===== src/rtl/regbus_arb_pkg.sv =====
// Shared types and round-robin helper for register-bus arbitration.
// Latency: n/a (types and a pure combinational function).
// Backpressure: n/a.
// Contents: state_e (arbiter FSM states), rr_pick_t, rr_pick().
package regbus_arb_pkg;

    typedef enum logic [1:0] {
        IDLE  = 2'd0,
        ISSUE = 2'd1,
        WAIT  = 2'd2
    } state_e;

    typedef struct packed {
        logic       found;
        logic [2:0] idx;
    } rr_pick_t;

    // Returns the first set request found searching upward from last+1,
    // wrapping at n. Sized for up to 8 requesters; callers zero-extend.
    function automatic rr_pick_t rr_pick(input logic [7:0] req,
                                         input logic [2:0] last,
                                         input int         n);
        rr_pick_t   res;
        logic [2:0] cand;
        res = '0;
        for (int i = 1; i <= 8; i++) begin
            cand = 3'((int'(last) + i) % n);
            if (i <= n && !res.found && req[cand]) begin
                res.found = 1'b1;
                res.idx   = cand;
            end
        end
        return res;
    endfunction

endpackage


===== src/rtl/regbus_arbiter_rr.sv =====
// Combinational round-robin picker; the requester after last_i has priority.
// Latency: 0 cycles (pure combinational).
// Backpressure: none; the caller decides when to consume the pick.
// Ports: req_i request vector, last_i previous winner, idx_o winner, vld_o any request.
module rr_arbiter
    import regbus_arb_pkg::*;
#(
    parameter int NUM_REQ = 2,
    parameter int IDX_W   = $clog2(NUM_REQ)
) (
    input  logic [NUM_REQ-1:0] req_i,
    input  logic [IDX_W-1:0]   last_i,
    output logic [IDX_W-1:0]   idx_o,
    output logic               vld_o
);

    logic [7:0] req_ext;
    logic [2:0] last_ext;
    rr_pick_t   pick;

    always_comb begin
        req_ext                 = '0;
        req_ext[NUM_REQ-1:0]    = req_i;
        last_ext                = '0;
        last_ext[IDX_W-1:0]     = last_i;
        pick                    = rr_pick(req_ext, last_ext, NUM_REQ);
    end

    assign idx_o = IDX_W'(pick.idx);
    assign vld_o = pick.found;

endmodule


===== src/rtl/regbus_arbiter.sv =====
// Round-robin arbiter sharing one strobe/ack register bus among NUM_REQ requesters.
// Latency: request to done >= 2 cycles; >= 3 cycles per transaction incl. arbitration.
// Backpressure: requesters hold req_valid until done; a missing ack ends in a timeout error.
// Ports: req_* requester side (flattened addr/wdata), rb_* register bus side,
//        busy/grant_idx status; clk, presetn async active-low reset.
module regbus_arbiter
    import regbus_arb_pkg::*;
#(
    parameter int NUM_REQ        = 2,
    parameter int ADDR_WIDTH     = 8,
    parameter int DATA_WIDTH     = 32,
    parameter int TIMEOUT_CYCLES = 64
) (
    input  logic                          clk,
    input  logic                          presetn,
    input  logic [NUM_REQ-1:0]            req_valid,
    input  logic [NUM_REQ-1:0]            req_write,
    input  logic [NUM_REQ*ADDR_WIDTH-1:0] req_addr,
    input  logic [NUM_REQ*DATA_WIDTH-1:0] req_wdata,
    output logic [NUM_REQ-1:0]            req_done,
    output logic [DATA_WIDTH-1:0]         req_rdata,
    output logic                          req_err,
    output logic                          busy,
    output logic [$clog2(NUM_REQ)-1:0]    grant_idx,
    output logic [ADDR_WIDTH-1:0]         rb_waddr,
    output logic [ADDR_WIDTH-1:0]         rb_raddr,
    output logic [DATA_WIDTH-1:0]         rb_wdata,
    output logic                          rb_wstrobe,
    output logic                          rb_rstrobe,
    input  logic [DATA_WIDTH-1:0]         rb_rdata,
    input  logic                          rb_wack,
    input  logic                          rb_rack,
    input  logic                          rb_waddrerr,
    input  logic                          rb_raddrerr
);

    localparam int IDX_W = $clog2(NUM_REQ);
    localparam int CNT_W = (TIMEOUT_CYCLES > 1) ? $clog2(TIMEOUT_CYCLES + 1) : 1;

    state_e                  state_q, state_d;
    logic [IDX_W-1:0]        grant_q, grant_d, last_q, last_d;
    logic                    busy_q, busy_d;
    logic                    wr_q, wr_d;
    logic [ADDR_WIDTH-1:0]   addr_q, addr_d;
    logic [DATA_WIDTH-1:0]   wdata_q, wdata_d, rdata_q, rdata_d;
    logic                    wstb_q, wstb_d, rstb_q, rstb_d;
    logic [NUM_REQ-1:0]      done_q, done_d;
    logic                    err_q, err_d;
    logic [CNT_W-1:0]        cnt_q, cnt_d;

    logic                    pick_vld;
    logic [IDX_W-1:0]        pick_idx;
    logic                    ack, ack_err, complete, tmo;

    rr_arbiter #(.NUM_REQ(NUM_REQ), .IDX_W(IDX_W)) u_rr (
        .req_i  (req_valid),
        .last_i (last_q),
        .idx_o  (pick_idx),
        .vld_o  (pick_vld)
    );

    // Only the ack matching the latched direction counts; the other is ignored.
    assign ack     = wr_q ? rb_wack     : rb_rack;
    assign ack_err = wr_q ? rb_waddrerr : rb_raddrerr;

    always_comb begin
        state_d  = state_q;
        grant_d  = grant_q;
        last_d   = last_q;
        busy_d   = busy_q;
        wr_d     = wr_q;
        addr_d   = addr_q;
        wdata_d  = wdata_q;
        wstb_d   = 1'b0;
        rstb_d   = 1'b0;
        done_d   = '0;
        err_d    = 1'b0;
        rdata_d  = '0;
        cnt_d    = cnt_q;
        complete = 1'b0;
        tmo      = 1'b0;

        unique case (state_q)
            IDLE: begin
                if (pick_vld) begin
                    grant_d = pick_idx;
                    wr_d    = req_write[pick_idx];
                    addr_d  = req_addr[int'(pick_idx)*ADDR_WIDTH +: ADDR_WIDTH];
                    wdata_d = req_wdata[int'(pick_idx)*DATA_WIDTH +: DATA_WIDTH];
                    busy_d  = 1'b1;
                    wstb_d  = req_write[pick_idx];
                    rstb_d  = ~req_write[pick_idx];
                    state_d = ISSUE;
                end
            end
            ISSUE: begin
                // An ack already in the strobe cycle completes; the done
                // pulse then lands in the following WAIT cycle.
                cnt_d    = '0;
                state_d  = WAIT;
                complete = ack;
            end
            WAIT: begin
                if (|done_q) begin
                    // Done cycle: the transaction is finished, drop back to arbitration.
                    state_d = IDLE;
                end else begin
                    cnt_d = cnt_q + 1'b1;
                    if (ack) begin
                        complete = 1'b1;
                    end else if (TIMEOUT_CYCLES != 0 && cnt_d == CNT_W'(TIMEOUT_CYCLES)) begin
                        complete = 1'b1;
                        tmo      = 1'b1;
                    end
                end
            end
            default: state_d = IDLE;
        endcase

        if (complete) begin
            done_d[grant_q] = 1'b1;
            err_d           = tmo | ack_err;
            rdata_d         = (tmo || wr_q) ? '0 : rb_rdata;
            last_d          = grant_q;
            busy_d          = 1'b0;
        end
    end

    always_ff @(posedge clk or negedge presetn) begin
        if (!presetn) begin
            state_q <= IDLE;
            grant_q <= '0;
            last_q  <= IDX_W'(NUM_REQ - 1);
            busy_q  <= 1'b0;
            wr_q    <= 1'b0;
            addr_q  <= '0;
            wdata_q <= '0;
            rdata_q <= '0;
            wstb_q  <= 1'b0;
            rstb_q  <= 1'b0;
            done_q  <= '0;
            err_q   <= 1'b0;
            cnt_q   <= '0;
        end else begin
            state_q <= state_d;
            grant_q <= grant_d;
            last_q  <= last_d;
            busy_q  <= busy_d;
            wr_q    <= wr_d;
            addr_q  <= addr_d;
            wdata_q <= wdata_d;
            rdata_q <= rdata_d;
            wstb_q  <= wstb_d;
            rstb_q  <= rstb_d;
            done_q  <= done_d;
            err_q   <= err_d;
            cnt_q   <= cnt_d;
        end
    end

    assign req_done   = done_q;
    assign req_rdata  = rdata_q;
    assign req_err    = err_q;
    assign busy       = busy_q;
    assign grant_idx  = grant_q;
    assign rb_waddr   = addr_q;
    assign rb_raddr   = addr_q;
    assign rb_wdata   = wdata_q;
    assign rb_wstrobe = wstb_q;
    assign rb_rstrobe = rstb_q;

endmodule


===== config.mk =====
export PLATFORM = sky130hd
export DESIGN_NAME = regbus_arbiter
export DESIGN_NICKNAME = d
export VERILOG_FILES = /design/src/rtl/regbus_arb_pkg.sv /design/src/rtl/regbus_arbiter_rr.sv /design/src/rtl/regbus_arbiter.sv
export SDC_FILE = /design/constraint.sdc
export NUM_CORES = 1
export LEC_CHECK = 0
export ABC_AREA = 1
export ABC_CLOCK_PERIOD_IN_PS = 4000
export CAP_MARGIN = 40
export CELL_PAD_IN_SITES_DETAIL_PLACEMENT = 1
export CELL_PAD_IN_SITES_GLOBAL_PLACEMENT = 1
export CORE_MARGIN = 1
export CORE_UTILIZATION = 30
export DETAILED_ROUTE_END_ITERATION = 10
export PLACE_DENSITY_LB_ADDON = 0.1
export SLEW_MARGIN = 20
export SYNTH_ARGS = -nofsm -noshare
export SYNTH_HDL_FRONTEND = slang
export SYNTH_SLANG_ARGS = --single-unit

===== constraint.sdc =====
create_clock -name clk -period 4 [get_ports clk]
set_input_delay 0.8 -clock clk [delete_from_list [all_inputs] [get_ports clk]]
set_output_delay 0.8 -clock clk [all_outputs]
set_load 0.02 [all_outputs]

==> results.py, run 1 <==
metrics = {
    "drt": {
        "drt_iter0_drc": 195,
        "dr_total_vias": 3868,
        "drt_pre_antenna_iters": 4,
        "drc_errors": 0,
        "ant_nets": 0,
        "highest_signal_layer_in_the_routed_design": "met4",
        "met3_wirelength_um": 1170,
        "wl_met1_um": 5260,
        "wire_per_inst_um": 16.2,
        "wl_met2_um": 6380,
        "post_drt_via_cell_ratio": 4.76,
        "wirelength_um": 13100,
    },
    "global_routing": {
        "grt_pass1_wl_um": 20100,
        "globalRouteTotalUtil": 0.196,
        "grt_overflow_total": 0,
        "grt_antenna_before_repair": 0,
        "grt_pass1_vias": 4008,
        "grt_start_max_net_pins": 48,
    },
    "timing": {
        "tightestPinTransition_ns": 0.809,
        "total_negative_setup_slack_ns": 0,
        "max_slew_margin": 0.455,
        "timing_hold_violations_final": 0,
        "finalSetupViolCount": 0,
        "finalWorstSetupSlack_ns": 1.79,
        "setup_skew_after_layout_ns": 0.00601,
        "maxSlewViolCount": 0,
        "peak_freq_mhz": 453,
        "rsz0062_at_grt": "false",
        "min_period_ns": 2.21,
        "finalCritPeriodShare": 0.552,
    },
    "synthesis": {
        "synthCells": 446,
        "post_synth.cell_area_avg_um2": 8.90,
        "cell_type_with_the_largest_total_area_after_synthesis": "sky130_fd_sc_hd__dfrtp_1",
        "synth.area.top_cells": "sky130_fd_sc_hd__dfrtp_1 56%, sky130_fd_sc_hd__nand3_1 9.7%, sky130_fd_sc_hd__nor2_1 8.0%",
        "synth_cell_area_um2": 3970,
        "synthFlopType": "sky130_fd_sc_hd__dfrtp_1",
        "synth_top_area_frac": 0.561,
        "netlist-cell-type-count": 24,
        "synth_enable_flop_cells": 0,
        "post_synth_net_total": 573,
        "synthArstFlopShare": 1.00,
        "synth.ff_latch_count": 90,
        "ys_warn_count": 0,
        "yosysSeqAreaShare": 0.568,
    },
    "finish": {
        "layout.nets": 764,
        "area_growth_from_synthesis_to_final_layout_pct": 61.8,
        "fraction_of_layout_instances_using_a_drive_strength_above_1": 0.0484,
        "utilization": 0.503,
        "layout.cells.most_common": "sky130_fd_sc_hd__clkdlybuf4s50_1",
        "most_frequent_cells_in_the_layout": "207 x sky130_fd_sc_hd__clkdlybuf4s50_1, 89 x sky130_fd_sc_hd__dfrtp_1, 84 x sky130_fd_sc_hd__nor2_1, 77 x sky130_fd_sc_hd__nand3_1, 66 x sky130_fd_sc_hd__nand2_1",
        "antenna_cells": 0,
        "postLayoutCellArea_um2": 6420,
        "final_cells": 813,
    },
    "setup_path": {
        "worstSetupPathType": "flip-flop to output port",
        "critPathMaxFanout": 4,
        "crit_path_start_kind": "flip-flop",
        "r2r_start": "state_q[0]",
        "timing.critical_path.buf_inv": 1,
        "crit_chain": "clkdlybuf4s50_1",
        "crit_path_max_incr_delay_ns": 0.64,
        "crit_required_ns": 3.20,
        "r2r.worst_path.cells": 10,
        "timing.critical_path.to_type": "output port",
        "critical-path-slowest-cell": "sky130_fd_sc_hd__clkdlybuf4s50_1",
        "path_depth": 1,
        "worst_path_dominant_cell_family": "buffers and inverters",
        "cp_data_arrival_time_ns": 1.41,
        "worstSetupStartpoint": "grant_idx",
    },
    "placement": {
        "io_buffers": 208,
        "placedCellCount": 798,
        "gpl.final_weighted_congestion": 0.754,
        "placement.setup.worst_slack_ns": 1.54,
        "dpl.hpwl_um": 9500,
        "detailed_place.area_um2": 6160,
    },
    "floorplan": {
        "die_x_um": 117,
        "io_pins": 209,
        "initial_core_util": 0.311,
        "core_um2": 12800,
        "fp.dieH_um": 117,
        "rows": 41,
        "die_area_um2": 13700,
    },
    "clocking": {
        "h-tree-depth": 3,
        "cts_setup_buffers": 0,
        "postCtsResizedCells": 0,
        "ctsRootBufferMaster": "sky130_fd_sc_hd__clkbuf_16",
        "clkSinkCount": 90,
        "tritoncts": "built",
        "cts_hold_buffers": 0,
        "cts-buffers-inserted": 9,
        "cts.path.max_buffers": 2,
        "clk_latency_ns": 0.34,
        "cts.reportedPaths.clkPinSlew_ns": 0.06,
    },
    "power": {
        "sw_frac_of_total": 0.399,
        "logic_pwr_share": 0.483,
        "power_frac_clock": 0.183,
        "cellPowerDensity_nw_per_um2": 654,
        "share_seq_of_total_power": 0.334,
        "power.leakage_uw": 0.00272,
        "internal_power_consumption_uw": 2520,
        "power_spent_charging_and_discharging_nets_uw": 1670,
        "peak_supply_drop_uv": 287,
    },
    "worst_hold_path": {
        "holdCritPathClass": "input port to async pin",
    },
    "run": {
        "max-cap-violations": 0,
    },
    "run_status": {
        "status": "finished, final reports clean",
    },
}
==> layout make-up <==
type | instances | area, um2
Fill cell | 1459 | 6350
Sequential cell | 90 | 2250
Timing Repair Buffer | 218 | 2170
Multi-Input combinational cell | 298 | 1440
Clock buffer | 9 | 225
Tap cell | 172 | 215
Inverter | 20 | 75.1
Clock inverter | 6 | 35.0
==> metrics by stage <==
stage / total power, uW / hold WS [ns]
final: 4200 / 0.391
after global routing: 4470 / 0.419
after CTS: 4250 / 0.395
after detailed placement: 3470 / 0.468
after global placement: 3390 / 0.456
after floorplan: 2530 / 0.443
==> cell usage after synthesis (2+ instances only) <==
library cell	n
sky130_fd_sc_hd__a21oi_1	4
sky130_fd_sc_hd__a31oi_1	40
sky130_fd_sc_hd__buf_1	3
sky130_fd_sc_hd__buf_2	8
sky130_fd_sc_hd__buf_4	8
sky130_fd_sc_hd__buf_6	3
sky130_fd_sc_hd__clkbuf_1	16
sky130_fd_sc_hd__dfrtp_1	89
sky130_fd_sc_hd__ha_1	5
sky130_fd_sc_hd__inv_1	20
sky130_fd_sc_hd__mux2i_1	2
sky130_fd_sc_hd__nand2_1	66
sky130_fd_sc_hd__nand3_1	77
sky130_fd_sc_hd__nand4_1	2
sky130_fd_sc_hd__nor2_1	85
sky130_fd_sc_hd__o21ai_0	9
sky130_fd_sc_hd__o22ai_1	2
==> power by group through the flow <==
stage | combinational (uW) | sequential (uW) | clock [uW]
final | 2030 | 1400 | 768
after global routing | 2210 | 1440 | 819
after CTS | 2050 | 1410 | 789
after detailed placement | 2050 | 1420 | 0
after global placement | 1970 | 1410 | 0
after floorplan | 833 | 1700 | 0
==> worst paths after layout <==
path                                end  slack (ns)
max                           grant_idx        1.79
min                            cnt_q[2]        0.39
max reg2reg                req_rdata[4]        1.88
min reg2reg                      last_q        0.48
max in group asynchronous        last_q        2.84
min in group clk                 last_q        0.48
==> sequential cells by signal, summed over array words and instances (netlist names), 2 cells and up <==
register   count
cnt_q          7
rb_raddr       8
req_done       2
rb_wdata      32
state_q        2
req_rdata     32
==> logic make-up after synthesis <==
| group | count (synthesis) | synth area share |
|---|---|---|
| flops | 90 | 0.568 |
| simple gates | 233 | 0.252 |
| compound gates | 57 | 0.0867 |
| fa+ha+maj | 5 | 0.0158 |
| buf+inv | 58 | 0.0706 |
| mux | 2 | 0.00505 |
| xor+xnor | 1 | 0.00221 |
==> layer usage <==
| metal | global-route usage | vias up |
|---|---|---|
| li1 | - | 1861 |
| met1 | 0.222 | 1844 |
| met2 | 0.333 | 140 |
| met3 | 0.0736 | 23 |
| met4 | 0.0793 | 0 |
| met5 | 0 | - |
No activity file was read; power rests on OpenSTA's default activity.
==> inputs of run 2 (changes only) <==
--- a/config.mk
+++ b/config.mk
@@ -6,12 +6,12 @@
 export NUM_CORES = 1
 export LEC_CHECK = 0
 export ABC_AREA = 1
-export ABC_CLOCK_PERIOD_IN_PS = 4000
+export ABC_CLOCK_PERIOD_IN_PS = 1900
 export CAP_MARGIN = 40
 export CELL_PAD_IN_SITES_DETAIL_PLACEMENT = 1
 export CELL_PAD_IN_SITES_GLOBAL_PLACEMENT = 1
 export CORE_MARGIN = 1
-export CORE_UTILIZATION = 30
+export CORE_UTILIZATION = 25
 export DETAILED_ROUTE_END_ITERATION = 10
 export PLACE_DENSITY_LB_ADDON = 0.1
 export SLEW_MARGIN = 20
==> constraint.sdc (replaced) <==
create_clock -name clk -period 1.9 [get_ports clk]
set_input_delay 0.38 -clock clk [delete_from_list [all_inputs] [get_ports clk]]
set_output_delay 0.38 -clock clk [all_outputs]
set_load 0.02 [all_outputs]
==> results.py, run 2 (same netlist as run 1, synthesis figures left out) <==
metrics = {
    "drt": {
        "drc_errors": 0,
        "drt_pre_antenna_iters": 4,
        "dr_total_vias": 3914,
        "drt_iter0_drc": 114,
        "wirelength_um": 13600,
        "post_drt_via_cell_ratio": 4.51,
        "wire_per_inst_um": 15.7,
        "ant_nets": 0,
    },
    "floorplan": {
        "rows": 45,
        "core_um2": 15400,
        "fp.dieH_um": 128,
        "io_pins": 209,
        "die_area_um2": 16400,
        "die_x_um": 128,
        "initial_core_util": 0.258,
    },
    "timing": {
        "max_slew_margin": 0.628,
        "hold_slack_ns": 0.477,
        "finalSetupViolCount": 0,
        "timing_hold_violations_final": 0,
        "maxSlewViolCount": 0,
        "tightestPinTransition_ns": 0.552,
        "finalWorstSetupSlack_ns": 0.107,
        "setup_skew_after_layout_ns": 0.00897,
        "total_negative_setup_slack_ns": 0,
        "min_period_ns": 1.79,
        "finalCritPeriodShare": 0.944,
        "rsz0062_at_grt": "false",
        "peak_freq_mhz": 558,
    },
    "power": {
        "power.leakage_uw": 0.00284,
        "cellPowerDensity_nw_per_um2": 1390,
        "peak_supply_drop_uv": 627,
    },
    "placement": {
        "gpl.final_weighted_congestion": 0.732,
        "placement.setup.worst_slack_ns": 0.121,
        "detailed_place.area_um2": 6360,
        "io_buffers": 208,
        "dpl.hpwl_um": 9770,
    },
    "finish": {
        "final-seq-area_um2": 2250,
        "utilization": 0.436,
        "postLayoutCellArea_um2": 6700,
        "fraction_of_layout_instances_using_a_drive_strength_above_1": 0.0733,
        "area_of_the_multi_input_gates_um2": 1450,
        "layout.nets": 777,
        "filler_cell_count": 1727,
        "most_frequent_cells_in_the_layout": "206 x sky130_fd_sc_hd__clkdlybuf4s50_1, 89 x sky130_fd_sc_hd__dfrtp_1, 82 x sky130_fd_sc_hd__nor2_1, 77 x sky130_fd_sc_hd__nand3_1, 66 x sky130_fd_sc_hd__nand2_1",
        "layout.cells.most_common": "sky130_fd_sc_hd__clkdlybuf4s50_1",
        "area_growth_from_synthesis_to_final_layout_pct": 68.8,
    },
    "setup_path": {
        "worstSetupPathType": "flip-flop to output port",
        "cp_data_arrival_time_ns": 1.41,
        "timing.critical_path.to_type": "output port",
        "worst_path_dominant_cell_family": "buffers and inverters",
        "crit_required_ns": 1.52,
        "crit_chain": "clkdlybuf4s50_1",
        "crit_path_max_incr_delay_ns": 0.64,
        "timing.critical_path.buf_inv": 1,
        "crit_path_start_kind": "flip-flop",
        "critical-path-slowest-cell": "sky130_fd_sc_hd__clkdlybuf4s50_1",
        "critPathMaxFanout": 4,
    },
    "clocking": {
        "tritoncts": "built",
        "clk_latency_ns": 0.35,
        "cts-buffers-inserted": 9,
        "clkSinkCount": 90,
        "cts.reportedPaths.clkPinSlew_ns": 0.07,
        "h-tree-depth": 3,
        "ctsRootBufferMaster": "sky130_fd_sc_hd__clkbuf_16",
        "cts.path.max_buffers": 2,
    },
    "global_routing": {
        "gr-usage-met3": 0.0822,
        "grt_pass1_vias": 4116,
        "grt_util_met1": 0.186,
        "grt_overflow_total": 0,
        "global_route.peak_usage_layer": "met2",
        "globalRouteTotalUtil": 0.173,
        "grt_start_max_net_pins": 52,
        "grtUsageMet2": 0.301,
        "grt_antenna_before_repair": 1,
        "grt_pass1_wl_um": 21600,
    },
    "run_status": {
        "status": "finished, final reports clean",
    },
    "run": {
        "max-cap-violations": 0,
    },
    "worst_hold_path": {
        "holdCritPathClass": "flip-flop to flip-flop",
    },
}
## run 2: what timing repair did
item / in CTS / in global routing
hold endpoints to repair: 31 / 0
setup buffers: 0 / 2
hold buffers: 1 / 0
setup endpoints to repair: 0 / 36
resized for setup: 0 / 3
## run 2: where the power goes
part | internal (uW) | total [uW] | switching (uW) | leakage (uW)
clock | 1030 | 1830 | 799 | 0.000152
combinational | 2110 | 4560 | 2450 | 0.00157
sequential | 2540 | 2910 | 372 | 0.00112
## run 2: area by class of cell
class,instances,area share
inverters,20,0.0112
repair buffers,231,0.351
well taps,211,0.0394
multi-input cells,298,0.216
clock buffers,9,0.0336
clock inverters,7,0.0116
diodes,1,0.000374
flip-flops and latches,90,0.337
## run 2: stage by stage
stage,total power (uW),instances
global placement,7430,847
detailed placement,7520,847
floorplan,5320,446
finish,9310,867
global route,9950,866
CTS,9430,864
## run 2: path summary, 6_finish.rpt
kind                       startpoint         to  slack (ns)  depth (start not counted)
hold reg to reg                last_q     last_q        0.48                          2
setup / recovery            grant_idx  grant_idx        0.11                          1
setup reg to reg           state_q[0]   cnt_q[6]        0.18                         10
max in group asynchronous     presetn     last_q        0.77                          3
hold / removal                 last_q     last_q        0.48                          2
min in group asynchronous     presetn   cnt_q[3]        0.53                          2
## run 2: metal layers
metal	vias to the layer above	part of all wire
met4	0	0.016
met3	15	0.096
met1	1867	0.40
met5	-	0
met2	139	0.49
li1	1893	-
==> inputs of run 3 (changes only) <==
--- a/config.mk
+++ b/config.mk
@@ -14,7 +14,7 @@
 export CORE_UTILIZATION = 25
 export DETAILED_ROUTE_END_ITERATION = 10
 export PLACE_DENSITY_LB_ADDON = 0.1
-export SLEW_MARGIN = 20
+export SLEW_MARGIN = 10
 export SYNTH_ARGS = -nofsm -noshare
 export SYNTH_HDL_FRONTEND = slang
 export SYNTH_SLANG_ARGS = --single-unit
==> results of run 3 <==
Same layout as run 2: the final DEF is identical, and so are final timing and power.
